File: src/rtl/uart_tx_fifo_pkg.sv
// Shared types for the UART transmit buffer.
// Holds the pacing FSM state encoding.
package uart_tx_fifo_pkg;

  typedef enum logic {
    IDLE     = 1'b0,
    WAIT_LOW = 1'b1
  } tx_state_e;

endpackage

File: src/rtl/uart_fifo_mem.sv
// Byte storage for the UART transmit buffer.
// One write port, one combinational read port.
module uart_fifo_mem #(
  parameter int DEPTH = 16,
  parameter int AW    = 4
) (
  input  logic          clk,
  input  logic          we,
  input  logic [AW-1:0] waddr,
  input  logic [7:0]    wdata,
  input  logic [AW-1:0] raddr,
  output logic [7:0]    rdata
);

  logic [7:0] mem_q [DEPTH];

  always_ff @(posedge clk) begin
    if (we) begin
      mem_q[waddr] <= wdata;
    end
  end

  assign rdata = mem_q[raddr];

endmodule

File: src/rtl/uart_tx_fifo.sv
// Transmit buffer between the port-0 write decode and tx_engine.
// Queues bytes and paces them out on the txrdy handshake.
module uart_tx_fifo
  import uart_tx_fifo_pkg::*;
#(
  parameter int DEPTH = 16,
  parameter int AW    = 4
) (
  input  logic        clk,
  input  logic        reset,
  input  logic        wr_en,
  input  logic [7:0]  din,
  input  logic        clr_ovf,
  input  logic        txrdy,
  output logic        tx_load,
  output logic [7:0]  tx_data,
  output logic        empty,
  output logic        full,
  output logic [AW:0] count,
  output logic        ovf
);

  localparam logic [AW-1:0] PTR_ONE  = AW'(1);
  localparam logic [AW:0]   CNT_ONE  = (AW+1)'(1);
  localparam logic [AW:0]   CNT_FULL = (AW+1)'(DEPTH);

  tx_state_e     state_q, state_d;
  logic [AW-1:0] wr_ptr_q, wr_ptr_d;
  logic [AW-1:0] rd_ptr_q, rd_ptr_d;
  logic [AW:0]   count_q, count_d;
  logic          ovf_q, ovf_d;
  logic          tx_load_q, tx_load_d;
  logic [7:0]    tx_data_q, tx_data_d;

  logic       pop;
  logic       accept;
  logic       drop;
  logic [7:0] rd_byte;

  assign empty = (count_q == '0);
  assign full  = (count_q == CNT_FULL);

  // A pop frees a slot on the same edge, so a write into a full FIFO
  // is still accepted; storage reads the old entry before it is overwritten.
  assign pop    = (state_q == IDLE) && !empty && txrdy;
  assign accept = wr_en && (!full || pop);
  assign drop   = wr_en && !accept;

  uart_fifo_mem #(
    .DEPTH (DEPTH),
    .AW    (AW)
  ) u_mem (
    .clk   (clk),
    .we    (accept),
    .waddr (wr_ptr_q),
    .wdata (din),
    .raddr (rd_ptr_q),
    .rdata (rd_byte)
  );

  always_comb begin
    wr_ptr_d = wr_ptr_q;
    rd_ptr_d = rd_ptr_q;
    count_d  = count_q;
    ovf_d    = ovf_q;
    if (accept) begin
      wr_ptr_d = wr_ptr_q + PTR_ONE;
    end
    if (pop) begin
      rd_ptr_d = rd_ptr_q + PTR_ONE;
    end
    unique case ({accept, pop})
      2'b10:   count_d = count_q + CNT_ONE;
      2'b01:   count_d = count_q - CNT_ONE;
      default: count_d = count_q;
    endcase
    // A drop on the same edge as a clear leaves the flag set.
    if (drop) begin
      ovf_d = 1'b1;
    end else if (clr_ovf) begin
      ovf_d = 1'b0;
    end
  end

  always_comb begin
    state_d   = state_q;
    tx_load_d = 1'b0;
    tx_data_d = tx_data_q;
    unique case (state_q)
      IDLE: begin
        if (pop) begin
          tx_load_d = 1'b1;
          tx_data_d = rd_byte;
          state_d   = WAIT_LOW;
        end
      end
      WAIT_LOW: begin
        if (!txrdy) begin
          state_d = IDLE;
        end
      end
      default: state_d = IDLE;
    endcase
  end

  always_ff @(posedge clk or negedge reset) begin
    if (!reset) begin
      state_q   <= IDLE;
      wr_ptr_q  <= '0;
      rd_ptr_q  <= '0;
      count_q   <= '0;
      ovf_q     <= 1'b0;
      tx_load_q <= 1'b0;
      tx_data_q <= 8'h00;
    end else begin
      state_q   <= state_d;
      wr_ptr_q  <= wr_ptr_d;
      rd_ptr_q  <= rd_ptr_d;
      count_q   <= count_d;
      ovf_q     <= ovf_d;
      tx_load_q <= tx_load_d;
      tx_data_q <= tx_data_d;
    end
  end

  assign tx_load = tx_load_q;
  assign tx_data = tx_data_q;
  assign count   = count_q;
  assign ovf     = ovf_q;

endmodule
File: config.mk
export PLATFORM = sky130hd
export DESIGN_NAME = uart_tx_fifo
export DESIGN_NICKNAME = d
export VERILOG_FILES = /design/src/rtl/uart_tx_fifo_pkg.sv /design/src/rtl/uart_fifo_mem.sv /design/src/rtl/uart_tx_fifo.sv
export SDC_FILE = /design/constraint.sdc
export NUM_CORES = 1
export LEC_CHECK = 0
export BUFFER_PORTS_ARGS = -buffer_cell sky130_fd_sc_hd__buf_2
export CAP_MARGIN = 15
export CORE_UTILIZATION = 65
export DETAILED_ROUTE_END_ITERATION = 12
export PLACE_DENSITY = 0.9
export SKIP_LAST_GASP = 1
export SLEW_MARGIN = 30
export SYNTH_ARGS = -nofsm -noshare
export SYNTH_HDL_FRONTEND = slang
export SYNTH_SLANG_ARGS = --single-unit
File: constraint.sdc
create_clock -name clk -period 7.3 [get_ports clk]
set_clock_uncertainty 0.05 [all_clocks]
set_input_delay 0.365 -clock clk [delete_from_list [all_inputs] [get_ports clk]]
set_output_delay 0.365 -clock clk [all_outputs]
set_load 0.02 [all_outputs]
* After elaboration in Yosys (flattened, before gate mapping)
Memory sizes are Yosys's and may differ from the RTL's. A register that Yosys moved wholly into a read port is not among the register bits. Cells that the tools add are included.
Operators by class: add/sub/neg operators 4, equality and inequality tests 3, multiplexer cells 9, bitwise operators 1, reductions and logical operators 13
Operators by type and width (number):
- 5-bit case mux with 2 select lines | 1
- 4-bit by 1-bit adder with 4-bit output, second input constant | 2
- 1-bit 2-to-1 mux | 7
- 5-bit by 1-bit adder with 5-bit output, second input constant | 1
- 5-bit equality test, second input constant | 1
- 5-bit logical NOT | 1
- 5-bit by 1-bit subtractor with 5-bit output, second input constant | 1
- 1-bit logical AND | 4
- 1-bit logical NOT | 4
- 2-bit nonzero test | 2
- 2-bit by 1-bit equality test with 1-bit output, second input constant | 1
- 2-bit equality test, second input constant | 1
- 1-bit case mux with 2 select lines | 1
- 2-bit AND reduction | 1
- 1-bit logical OR | 1
- 1-bit NOT | 1
Storage, ports and cells: register bits after elaboration 16, RAM bits 128, input bits 13, output and inout port bits 17, word-level logic and storage cells 37, memories 1
Memory list:
- u_mem.mem_q | words 16, width 8, rd ports 1, clocked after memory_dff 1, write ports 1, RTL line uart_fifo_mem.sv:15 | logic [7:0] mem_q [DEPTH];

* Depth between registers and ports, before layout
Gate-level depths: netlist (run 1).
depth in word-level cells 9, mapped depth 12, depth with buffers taken out 12

* By module
Synthesis (run 1) repeated with hierarchy kept, for this count alone.
Unflattened totals: cells, all modules 320, area, all modules 6256.0 sq um
Modules (own cells, without submodules):
- uart_fifo_mem | times used 1, cells an instance 221, area an instance 4987.3 sq um, sequential area each 3843.7 sq um
- uart_tx_fifo | times used 1, cells an instance 99, area an instance 1268.7 sq um, sequential area each 600.6 sq um

* Least setup slack after synthesis (run 1)
Ideal clock, no wire load.
path kind reg2reg, start point register count_q[0], in the netlist count[0], end point register count_q[4], in the netlist count[4], library setup time 130 ps, data arrival time 2863 ps, required time 7120 ps, setup slack 4258 ps, stages on the path, launching flop included 13, buffers on the path 0, clock period less this slack 3042 ps, cell sequence dfrtp_1 > nor4_1 > and2_1 > a21boi_2 > inv_1 > ha_1 > inv_1 > fa_1 > nor2b_1 > o21ai_0 > nand3_1 > or3b_2 > xnor2_1
Between the ends: elaborated cells on any way between the ends 14, classes of those cells 2 x add/sub; 3 x eq/ne; 1 x mux; 8 x reduce/logical
RTL lines:
- from (decl) | RTL line uart_tx_fifo.sv:30 | logic [AW:0] count_q, count_d;
- from (signal assigned) | RTL line uart_tx_fifo.sv:119 | count_q <= count_d;
- 5-bit equality test * | RTL line uart_tx_fifo.sv:41 | assign full = (count_q == CNT_FULL);
- named net full | RTL line uart_tx_fifo.sv:18 | output logic full,
- 1-bit logical NOT * | RTL line uart_tx_fifo.sv:46 | assign accept = wr_en && (!full || pop);
- 1-bit logical OR * | RTL line uart_tx_fifo.sv:46
- 1-bit logical AND * | RTL line uart_tx_fifo.sv:46
- 2-bit by 1-bit equality test with 1-bit output or 2-bit equality test (tied branches) | RTL line uart_tx_fifo.sv:72 | unique case ({accept, pop})
- 5-bit case mux with 2 select lines or 2-bit nonzero test (tied branches)
The timed path passes the listed nets; every way through them passes the cells marked *. A chain may end at the register's enable or synchronous reset.

* Worst setup path in the final report (run 1)
start point register count_q[0], in the netlist count[0], end point register count_q[4], in the netlist count[4]
Between the ends: longest elaborated chain between the ends 8, elaborated cells on any way between the ends 14, classes of those cells 2 x add/sub; 3 x eq/ne; 1 x mux; 8 x reduce/logical
RTL lines:
- 5-bit logical NOT * | RTL line uart_tx_fifo.sv:40 | assign empty = (count_q == '0);
- 1-bit logical NOT * | RTL line uart_tx_fifo.sv:45 | assign pop = (state_q == IDLE) && !empty && txrdy;
- 1-bit logical AND * (2 in series) | RTL line uart_tx_fifo.sv:45
- named net pop | RTL line uart_tx_fifo.sv:35 | logic pop;
- 1-bit logical OR | RTL line uart_tx_fifo.sv:46
- 1-bit logical AND | RTL line uart_tx_fifo.sv:46
- 2-bit by 1-bit equality test with 1-bit output or 2-bit equality test (tied branches) | RTL line uart_tx_fifo.sv:72
- 5-bit case mux with 2 select lines or 2-bit nonzero test (tied branches)
Marks and branches as above.

==> results of run 1 <==
kinds of logic (layout without fill, tap and decap cells):
logic type / after synthesis / in the layout / share of synthesized area
adder cells (fa/ha/maj): 10 / 10 / 0.0213
XOR/XNOR: 10 / 10 / 0.0141
AND/OR/NAND/NOR: 56 / 56 / 0.0397
buffers and inverters: 28 / 79 / 0.0306
multiplexers: 49 / 49 / 0.155
flip-flops: 152 / 152 / 0.715
AO/OA/AOI/OAI: 26 / 26 / 0.0236
synth_stat cells, drive strengths merged:
library cell	number	area share
a21boi	1	0.0018
a21o	1	0.0012
a21oi	2	0.0016
a32o	1	0.0016
and2	1	0.0010
buf	13	0.021
clkbuf	3	0.0018
clkdlybuf4s18	1	0.0016
dfrtp	24	0.097
edfxtp	128	0.62
fa	1	0.0032
ha	9	0.018
inv	11	0.0066
mux2	8	0.015
mux2i	9	0.015
mux4	32	0.13
nand2	28	0.017
nand2b	5	0.0050
nand3	1	0.00080
nand4	2	0.0020
nor2	12	0.0073
nor2b	1	0.0010
nor3	4	0.0032
nor4	1	0.0010
o21a	1	0.0012
o21ai	20	0.016
or3b	1	0.0014
xnor2	8	0.011
xor2	2	0.0028
cell usage in the layout, fill, tap and decap left out, types with 4 or more instances in the layout:
cell type	count
clkinvlp_4	4
mux2_2	8
mux4_2	15
nor2_1	12
buf_2	29
buf_4	6
nor3_1	4
mux2i_1	9
xnor2_1	8
ha_1	9
o21ai_0	8
dfrtp_1	23
inv_6	6
nand2b_1	5
inv_1	11
clkbuf_16	16
o21ai_1	12
mux4_1	17
edfxtp_1	128
nand2_1	28
metrics by stage:
stage / hold slack (ps) / instances / utilization / instance area [um^2]
floorplan: 19.4 / 331 / - / 6210
global placement: 317 / 478 / 0.694 / 6420
detailed placement: 331 / 478 / 0.695 / 6420
CTS: 8.10 / 511 / 0.754 / 6970
global route: 34.9 / 511 / 0.754 / 6970
finish: 22.6 / 511 / 0.754 / 6970
flip-flops by register name (all words and copies together) (netlist names):
name,flops
u_mem.mem_q,128
ovf,1
tx_load,1
tx_data,8
count,5
state_q,1
wr_ptr_q,4
rd_ptr_q,4
worst reg2reg max path: cells and delay by family, from the launching register on:
family / cells / cell delay (ps)
fa+ha+maj: 2 / 650
xor+xnor: 1 / 140
flops: 1 / 420
buf+inv: 1 / 210
compound gates: 2 / 300
simple gates: 5 / 1710
repair_timing:
action	in CTS	in global routing
hold buffers	1	0
endpoints found under the setup margin	0	0
hold endpoints to repair	24	0
where the power goes:
part           switching [mW]  leakage [nW]  total, mW  internal [mW]
logic                   0.374         0.812      0.713          0.339
registers               0.131          1.45       1.21           1.08
clock network           0.359         0.255      0.792          0.434
metal layers:
metal | global-route usage | up-vias
met5 | 0 | -
met4 | 0.119 | 0
met3 | 0.0738 | 37
met2 | 0.422 | 121
met1 | 0.310 | 1572
li1 | - | 1371
path summary, 6_finish.rpt:
kind                          endpoint  slack [ps]       start
min in group asynchronous     count[0]         320       reset
min                            state_q          20       txrdy
min reg2reg                 tx_data[1]         430  tx_data[1]
max reg2reg                   count[4]        3700    count[0]
max in group asynchronous  rd_ptr_q[0]        6460       reset
max                           count[4]        3700    count[0]
area by class of cell:
type                       instances  share of cell area
inverter                          11             0.00593
tap                              129              0.0232
multi-input combinational        151               0.226
clock buffer                      18              0.0614
sequential                       152               0.638
timing repair buffer              36              0.0287
clock inverter                    14              0.0160
==> metrics.md, run 1 <==
| Metric | Value |
|---|---|
| Status | `finished, final reports clean` |
| Peak supply drop | `between 0.2 and 0.3 mV` |
| Area of the multi-input gates | `about 1600 um^2` |
| Flip-flop and latch area | `about 4400 um^2` |
| Setup TNS | `0 ps` |
| Post-CTS setup buffers | `0` |
| Total Power | `2.71 mW` |
| Num CTS Buffers | `17` |
| Pre-antenna DRT Iters | `5` |
| Rows | `35` |
| Crit path capture type | `flop` |
| Yosys cell types | `36` |
| Setup CP Type | `flop to flop` |
| Htree depth | `4` |
| CORE AREA | `9240 um^2` |
| Register-to-Register Path Depth | `11` |
| Yosys reg bits | `between 150 and 200` |
| Final Net Count | `392` |
| Wl on met1 | `between 4 and 5 mm` |
| Synth Net Count | `between 300 and 400` |
| PD cells | `between 300 and 400 nW/um^2` |
| Number of global-route vias before repair | `around 3300` |
| Clk pin slew, worst setup/hold paths | `around 60 ps` |
| Port Buffers | `29` |
| Crit start category | `flop` |
| First-pass GRT wire length | `17.6 mm` |
| Crit-path cells | `nor4_1 -> nand2b_1 -> nand2b_1 -> inv_1 -> ha_1 -> ha_1 -> nor2b_1 -> o21ai_0 -> a21oi_1 -> or3b_2 -> xnor2_1` |
| Max Root-Sink Buffers | `2` |
| Final setup viols | `0` |
| Crit-path max FO | `20` |
| Total Routed Length | `11.3 mm` |
| Syn avg cell area | `approximately 19 um^2` |
| Routed Antenna Nets | `0` |
| Die area | `about 10000 um^2` |
| PostCTS Resize Cnt | `0` |
| DIE WIDTH | `99.8 um` |
| Setup WS post-layout | `between 3000 and 4000 ps` |
| Drt wl/cell | `about 22 um` |
| Cells after Synth | `between 300 and 400` |
| CP delay by family, top | `simple AND/OR/NAND/NOR gates` |
| Total grt overflow | `0` |
| CTS tree | `yes` |
| Placement Setup Slack | `between 3000 and 4000 ps` |
| Crit path buffers/inverters | `1` |
| Worst hold path type | `input port to flop` |
| 1st-iter DRT viols | `~260` |
| Drc violations | `0` |
| GPL Wtd Cong | `0.805` |
| Clk sinks | `152` |
| Detail Route met2 WL | `between 5 and 6 mm` |
| Highest Signal Layer | `met4` |
| Arr. time, crit path | `between 3000 and 4000 ps` |
| Dpl hpwl | `around 6.5 mm` |
| CP peak stage delay | `between 500 and 600 ps` |
| All-Layer GR Usage | `0.254` |
| Met3 WL post-DR | `~590 um` |
| Slowest cell on crit path | `nand2b_1` |
| Die height | `roughly 100 um` |
| Worst slew pin tran | `around 930 ps` |
| Vias/cell | `roughly 6.1` |
| Sequential share of the synthesized area | `0.715` |
| Clk root buf | `clkbuf_8` |
| Synth warn | `0` |
| Clock Latency Late Sink | `530 ps` |
| Fin. max-slew vios | `0` |
| P&R area growth vs syn | `12.2%` |
| Fillers | `roughly 490` |
| Antenna Cells | `0` |
| Via count | `3101` |
| Layout cells sized above 1 | `0.241` |
| Initial antenna violation count | `0` |
| Critical Path RT | `approximately 7700 ps` |
| Min Tclk post-route | `around 3600 ps` |
| Largest net degree at the start of global routing | `36` |
| Starting Density | `0.672` |
| RSZ-0062 raised after global routing | `false` |
| Mapped Area | `roughly 6200 um^2` |
| Crit path depth | `11` |
| # IOs | `30` |
| Maxcap violations | `0` |
| Rel. slew slack | `0.376` |
| F_max | `0.278 GHz` |
| WHS Path Cells | `2` |
| Final Hold Fails | `0` |
| Final Cycle Share | `0.493` |
| Lkg Pwr | `~2.5 nW` |
Note: power is estimated with default switching activity, not from simulation.
==> run 2: changes to the inputs <==
- ABC_AREA: unset -> 1
- CORE_UTILIZATION: 65 -> 61
- PLACE_DENSITY: 0.9 -> 0.85
- clock period: 7.3 -> 3.6 ns (I/O delays scaled with it)
==> run 2 against run 1 <==
Worst setup slack got worse by 2900 ps. Clock-buffer cell count rose by 2. Cell count rose by 69%. Wire length rose by 33%. Sequential power rose by 94%. Register-to-register slack got worse by 2900 ps. Largest cell class unchanged. Critical path type unchanged. Sequential share of layout area fell by 6.4 points. Flip-flop and latch count did not move. Fmax rose by 29%. Largest power group unchanged.
==> metrics.md, run 2 <==
| Metric | Value |
|---|---|
| Placement Setup Slack | `943 ps (-2800 ps)` |
| Worst hold path type | `input port to flop` |
| Top cells by count, synth | `nand2_1, edfxtp_1, inv_1, nand3_1, dfrtp_1` |
| Synth top area share | `0.562 (-0.0565)` |
| Yosys cell types | `29 (-19%)` |
| Rel. slew slack | `0.516 (+0.140)` |
| Number of global-route vias before repair | `4722 (+43%)` |
| PD cells | `802 nW/um^2 (+110%)` |
| CTS tree | `yes` |
| 1st-iter DRT viols | `645 (+150%)` |
| P&R area growth vs syn | `13.1%` |
| Mapped Area | `6840 um^2 (+10%)` |
| Num CTS Buffers | `17 (unchanged)` |
| Via count | `4877 (+57%)` |
| Crit-path max FO | `14 (-30%)` |
| Yosys reg bits | `152 (unchanged)` |
| Die area | `11600 um^2 (+17%)` |
| Total grt overflow | `0 (unchanged)` |
| Design Area, Final | `7730 um^2 (+11%)` |
| Synth warn | `0 (unchanged)` |
| Setup CP Type | `flop to flop` |
| Syn avg cell area | `10.1 um^2 (-46%)` |
| Most frequent cells in the layout | `nand2_1, edfxtp_1, inv_1` |
| Cells after Synth | `675 (+100%)` |
| Worst Hold Launch | `din[2]` |
| Area of the multi-input gates | `1750 um^2 (+11%)` |
| Sw Share | `0.371 (+0.0525)` |
| Max Root-Sink Buffers | `2 (unchanged)` |
| Clk pin slew, worst setup/hold paths | `60 ps (about the same)` |
| Clk sinks | `152 (unchanged)` |
| Post-synth ARST share | `0.158 (unchanged)` |
| Met1 Use GR | `0.358 (+0.0479)` |
| Critical Path RT | `3980 ps (-3680 ps)` |
| Met3 Resource Use GR | `0.0672 (-0.00660)` |
| Sw power | `2.30 mW (+170%)` |
| Drt wl/cell | `17.3 um (-22%)` |
| GPL Wtd Cong | `0.954 (+19%)` |
| Total Routed Length | `15.0 mm (+33%)` |
| Final Cycle Share | `0.775 (+0.282)` |
| Vias/cell | `5.63 (-7.2%)` |
| Flop pwr share | `0.379 (-0.066)` |
| Peak supply drop | `0.843 mV (+230%)` |
| Arr. time, crit path | `3170 ps (-790 ps)` |
| Combinational power share | `0.331 (+0.068)` |
| Most common cell in the netlist | `nand2_1` |
| Clock Latency Late Sink | `540 ps (about the same)` |
| Setup WS post-layout | `811 ps (-2890 ps)` |
| Largest reg by FF count | `u_mem.mem_q` |
| Min Tclk post-route | `2790 ps (-809 ps)` |
| All-Layer GR Usage | `0.281 (+0.0267)` |
| DIE WIDTH | `108 um (+8.1%)` |
| Lkg Pwr | `3.48 nW (+38%)` |
| Fin. max-slew vios | `0 (unchanged)` |
| Worst slew pin tran | `723 ps (-209 ps)` |
| Port Buffers | `29 (unchanged)` |
| Clk root buf | `clkbuf_8` |
| Flip-flop and latch area | `4450 um^2 (about the same)` |
| Layout cells sized above 1 | `0.120 (-0.121)` |
| Reg2reg setup slack | `810 ps (-2890 ps)` |
| F_max | `0.359 GHz (+29%)` |
| Crit path capture type | `flop` |
| Commonest non-fill, non-tap cell in the layout | `nand2_1` |
| RSZ-0062 raised after global routing | `false` |
| Final Net Count | `736 (+88%)` |
| FF-to-FF Start | `count[0]` |
| Starting Density | `0.628 (-0.0444)` |
| Synth top area cells | `edfxtp_1, nand2_1, dfrtp_1, nand3_1, inv_1` |
| Dpl hpwl | `8.97 mm (+37%)` |
| Synth Net Count | `698 (+97%)` |
| Grt peak-use layer | `met2` |
| Final setup viols | `0 (unchanged)` |
| Largest net degree at the start of global routing | `67 (+86%)` |
| Routed Antenna Nets | `0 (unchanged)` |
| Die height | `108 um (+8.1%)` |
| Maxcap violations | `0 (unchanged)` |
| Crit path from | `count[0]` |
| Int Power | `3.91 mW (+110%)` |
| Status | `finished, final reports clean` |
| Primary FF master, synth | `edfxtp_1` |
| First-pass GRT wire length | `23.4 mm (+32%)` |
| Setup TNS | `0 ps (unchanged)` |
| Drc violations | `0 (unchanged)` |
| Clock network power share | `0.289 (-0.003)` |
| Sequential share of the synthesized area | `0.650 (-0.0653)` |
| Area after DPL | `7070 um^2 (+10%)` |
| Fillers | `715 (+46%)` |
| Met2 usage | `0.457 (+0.0347)` |
| Final Hold Fails | `0 (unchanged)` |
| # IOs | `30 (unchanged)` |
| Htree depth | `4 (unchanged)` |
| Post-synth EDFFs | `128 (unchanged)` |
| Rows | `38 (+8.6%)` |
| Area leader, netlist | `edfxtp_1` |
| Max reg flops | `128 (unchanged)` |
| Crit start category | `flop` |
| CORE AREA | `10900 um^2 (+18%)` |
| Initial antenna violation count | `0 (unchanged)` |
| Pre-antenna DRT Iters | `6 (+1)` |
[run 2: cell types whose count changed after synthesis, moves of 6 or more]
cell | before | now
nand2_1 | 28 | 215
mux2i_1 | 9 | 0
xnor2_1 | 8 | 2
o21ai_1 | 12 | 1
mux4_2 | 15 | 0
buf_2 | 2 | 18
nor3_1 | 4 | 14
nand3_1 | 1 | 102
nor2_1 | 12 | 5
inv_1 | 11 | 117
mux2_2 | 8 | 0
mux4_1 | 17 | 0
[run 2: cell type report]
| cell class | instances | area share |
|---|---|---|
| Tap cell | 140 | 0.0226 |
| Clock inverter | 11 | 0.0226 |
| Multi-Input combinational cell | 372 | 0.226 |
| Timing Repair Buffer | 48 | 0.0388 |
| Sequential cell | 152 | 0.575 |
| Antenna cell | 1 | 0.000324 |
| Clock buffer | 20 | 0.0550 |
| Inverter | 122 | 0.0595 |
[run 2: worst paths after layout]
kind / cells after the start / endpoint
setup / recovery: 14 / count[4]
hold / removal: 1 / u_mem.mem_q[11][2]
setup reg to reg: 14 / count[4]
hold reg to reg: 2 / state_q
max in group asynchronous: 2 / rd_ptr_q[0]
min in group asynchronous: 2 / tx_data[1]
[run 2: logic make-up after synthesis]
logic type	share of synthesized area
simple gates	0.215
flops	0.650
buf+inv	0.0961
compound gates	0.00842
fa+ha+maj	0.0194
xor+xnor	0.0113
[run 2: worst max-delay path, cell delays in order (launching register included)]
cell     delay, ps
dfrtp_1        420
inv_1          120
nand4_2        120
nand2_2        180
inv_1          340
ha_1           340
inv_1           90
fa_1           400
inv_1           90
nand2_1         90
nand2_1         80
a21oi_1         70
xor2_1         150
nand2_1         70
nand2_1         50
[run 2: stage by stage]
stage          power, mW   util  cells  hold WS [ps]
6_report            6.21  0.710    866          18.0
5_1_grt             6.50  0.710    865          12.9
4_1_cts             6.18  0.709    865          6.85
3_5_place_dp        4.34  0.649    829           144
3_3_place_gp        4.26  0.649    829           134
2_1_floorplan       3.86      -    675          -166
[run 2: power by group through the flow]
stage / Sequential (mW) / Clock (mW) / Combinational (mW)
2_1_floorplan: 2.40 / 0 / 1.46
3_3_place_gp: 2.36 / 0 / 1.90
3_5_place_dp: 2.38 / 0 / 1.96
6_report: 2.35 / 1.80 / 2.06
4_1_cts: 2.35 / 1.80 / 2.03
5_1_grt: 2.37 / 1.87 / 2.26
[run 2: layer usage]
layer  vias to the layer above  routed length [um]
li1                       2238                   -
met2                       269                7500
met3                        59                1390
met4                         0                 512
met5                         -                   0
met1                      2311                5620
[run 2: repair_timing]
item                                   CTS  global route
gates resized for setup                  0             0
hold buffers                             5             0
endpoints found under the hold margin   28             0
setup buffers                            0             0
==> run 3: changes to the inputs <==
- clock period: 3.6 -> 2.8 ns (I/O delays scaled with it)
==> run 3 against run 2 <==
Global-route usage increased by 1.9 points. Clock-buffer cell count shrank 2. Flip-flop and latch count unchanged. Sequential share of layout area is 0.52 points lower. Register-to-register slack got worse by 560 ps. Cell count is 1.5% higher. Fmax grew 9.4%. Worst setup slack lost 560 ps. Largest power group unchanged.
==> metrics.md, run 3 (synthesis results as in run 2) <==
| Metric | Value |
|---|---|
| Htree depth | `4 (unchanged)` |
| Post-CTS setup buffers | `0 (unchanged)` |
| Antenna Cells | `0 (-1)` |
| CP peak stage delay | `430 ps (about the same)` |
| Crit path buffers/inverters | `2 (-2)` |
| Setup CP Type | `flop to flop` |
| Largest reg by FF count | `u_mem.mem_q` |
| CTS tree | `yes` |
| Final setup viols | `0 (unchanged)` |
| Peak supply drop | `0.632 mV (-25%)` |
| Hold_ws | `65.6 ps (+47.6 ps)` |
| Layout cells sized above 1 | `0.122 (+0.00179)` |
| Lkg Pwr | `3.52 nW (+1.2%)` |
| RSZ-0062 raised after global routing | `false` |
| Slowest cell on crit path | `dfrtp_1` |
| Setup TNS | `0 ps (unchanged)` |
| Crit start category | `flop` |
| 1st-iter DRT viols | `474 (-27%)` |
| Clk sinks | `152 (unchanged)` |
| FF-to-FF Start | `count[3]` |
| Maxcap violations | `0 (unchanged)` |
| Critical Path RT | `3190 ps (-790 ps)` |
| Largest net degree at the start of global routing | `52 (-22%)` |
| Fin. max-slew vios | `0 (unchanged)` |
| Final cell count without fillers | `879 (+1.5%)` |
| Final Cycle Share | `0.910 (+0.135)` |
| Commonest non-fill, non-tap cell in the layout | `nand2_1` |
| Max Root-Sink Buffers | `2 (unchanged)` |
| Worst hold path type | `input port to async pin` |
| Num CTS Buffers | `17 (unchanged)` |
| Final Hold Fails | `0 (unchanged)` |
| Clk root buf | `clkbuf_8` |
| F_max | `0.392 GHz (+9.4%)` |
| Total Power | `7.86 mW (+27%)` |
| Total grt overflow | `0 (unchanged)` |
| Die area | `11600 um^2 (unchanged)` |
| GPL Wtd Cong | `0.971 (+1.8%)` |
| Crit-path max FO | `14 (unchanged)` |
| Vias/cell | `5.57 (-1.1%)` |
| All-Layer GR Usage | `0.300 (+0.0194)` |
| Die height | `108 um (unchanged)` |
| Area after DPL | `7120 um^2 (+0.78%)` |
| Clk pin slew, worst setup/hold paths | `60 ps (about the same)` |
| Drc violations | `0 (unchanged)` |
| Initial antenna violation count | `0 (unchanged)` |
| Crit-path cells | `nor2_2 -> nand4_2 -> nand2_4 -> nand2_2 -> nand2_2 -> ha_1 -> inv_1 -> fa_1 -> inv_1 -> nand2_1 -> nand2_1 -> a21oi_1 -> xor2_1 -> nand2_1 -> nand2_1` |
| CP most frequent cell | `nand2_1` |
| Routed Antenna Nets | `0 (unchanged)` |
| Port Buffers | `29 (unchanged)` |
| Worst slew pin tran | `685 ps (-38.4 ps)` |
| Arr. time, crit path | `2940 ps (-230 ps)` |
| # IOs | `30 (unchanged)` |
| Clock Latency Late Sink | `540 ps (about the same)` |
| Final Net Count | `750 (+1.9%)` |
| Drt wl/cell | `17.8 um (+2.6%)` |
| DIE WIDTH | `108 um (unchanged)` |
| Crit path capture type | `flop` |
| Status | `finished, final reports clean` |
| CORE AREA | `10900 um^2 (unchanged)` |
| Pre-antenna DRT Iters | `5 (-1)` |
| PD cells | `1010 nW/um^2 (+26%)` |
| Number of global-route vias before repair | `4920 (+4.2%)` |
| First-pass GRT wire length | `25.1 mm (+7.4%)` |
| Min Tclk post-route | `2550 ps (-241 ps)` |
| Crit path from | `count[3]` |
| Via count | `4895 (+0.37%)` |
| Placed cell count | `835 (+0.72%)` |
| Rel. slew slack | `0.542 (+0.0257)` |
| Dpl hpwl | `9.30 mm (+3.7%)` |
| Design Area, Final | `7800 um^2 (+0.91%)` |
| Total Routed Length | `15.6 mm (+4.1%)` |
| Max reg flops | `128 (unchanged)` |
| Starting Density | `0.628 (unchanged)` |
| CP delay by family, top | `simple AND/OR/NAND/NOR gates` |
| P&R area growth vs syn | `14.2%` |
| Rows | `38 (unchanged)` |
| Most frequent cells in the layout | `nand2_1, edfxtp_1, inv_1` |
## run 3: worst paths after layout
| path | to | slack (ps) | depth (start not counted) |
|---|---|---|---|
| min in group clk | state_q | 310 | 4 |
| setup reg to reg | count[4] | 250 | 15 |
| setup / recovery | count[4] | 250 | 15 |
| hold / removal | tx_data[0] | 70 | 2 |
| hold reg to reg | tx_data[2] | 430 | 2 |
| max in group asynchronous | rd_ptr_q[0] | 2250 | 2 |
## run 3: metrics by stage
step            util  setup slack (ps)
4_1_cts        0.716               229
6_report       0.717               252
3_5_place_dp   0.654               243
3_3_place_gp   0.654               394
2_1_floorplan      -               301
5_1_grt        0.717              46.1
## run 3: repair_timing
action / in CTS / in global routing
endpoints found under the setup margin: 0 / 1
gates resized for setup: 0 / 1
hold buffers: 13 / 0
endpoints found under the hold margin: 156 / 0
## run 3: area by class of cell
type | instances | area (um^2)
clock buffers | 18 | 418
fillers | 695 | 3080
clock inverters | 13 | 130
multi-input cells | 372 | 1740
flip-flops and latches | 152 | 4450
well taps | 140 | 175
inverters | 122 | 458
repair buffers | 62 | 438
## run 3: power breakdown
part	switching (mW)	internal, mW
clock network	0.893	1.25
registers	0.228	2.80
logic	1.87	0.825
total	2.99	4.87
## run 3: routing by layer
metal  vias to the layer above  track usage  routed length (um)
li1                       2266            -                   -
met1                      2324        0.366                5670
met2                       264        0.500                8040
met3                        41       0.0835                1500
met4                         0        0.128                 427
met5                         -            0                   0
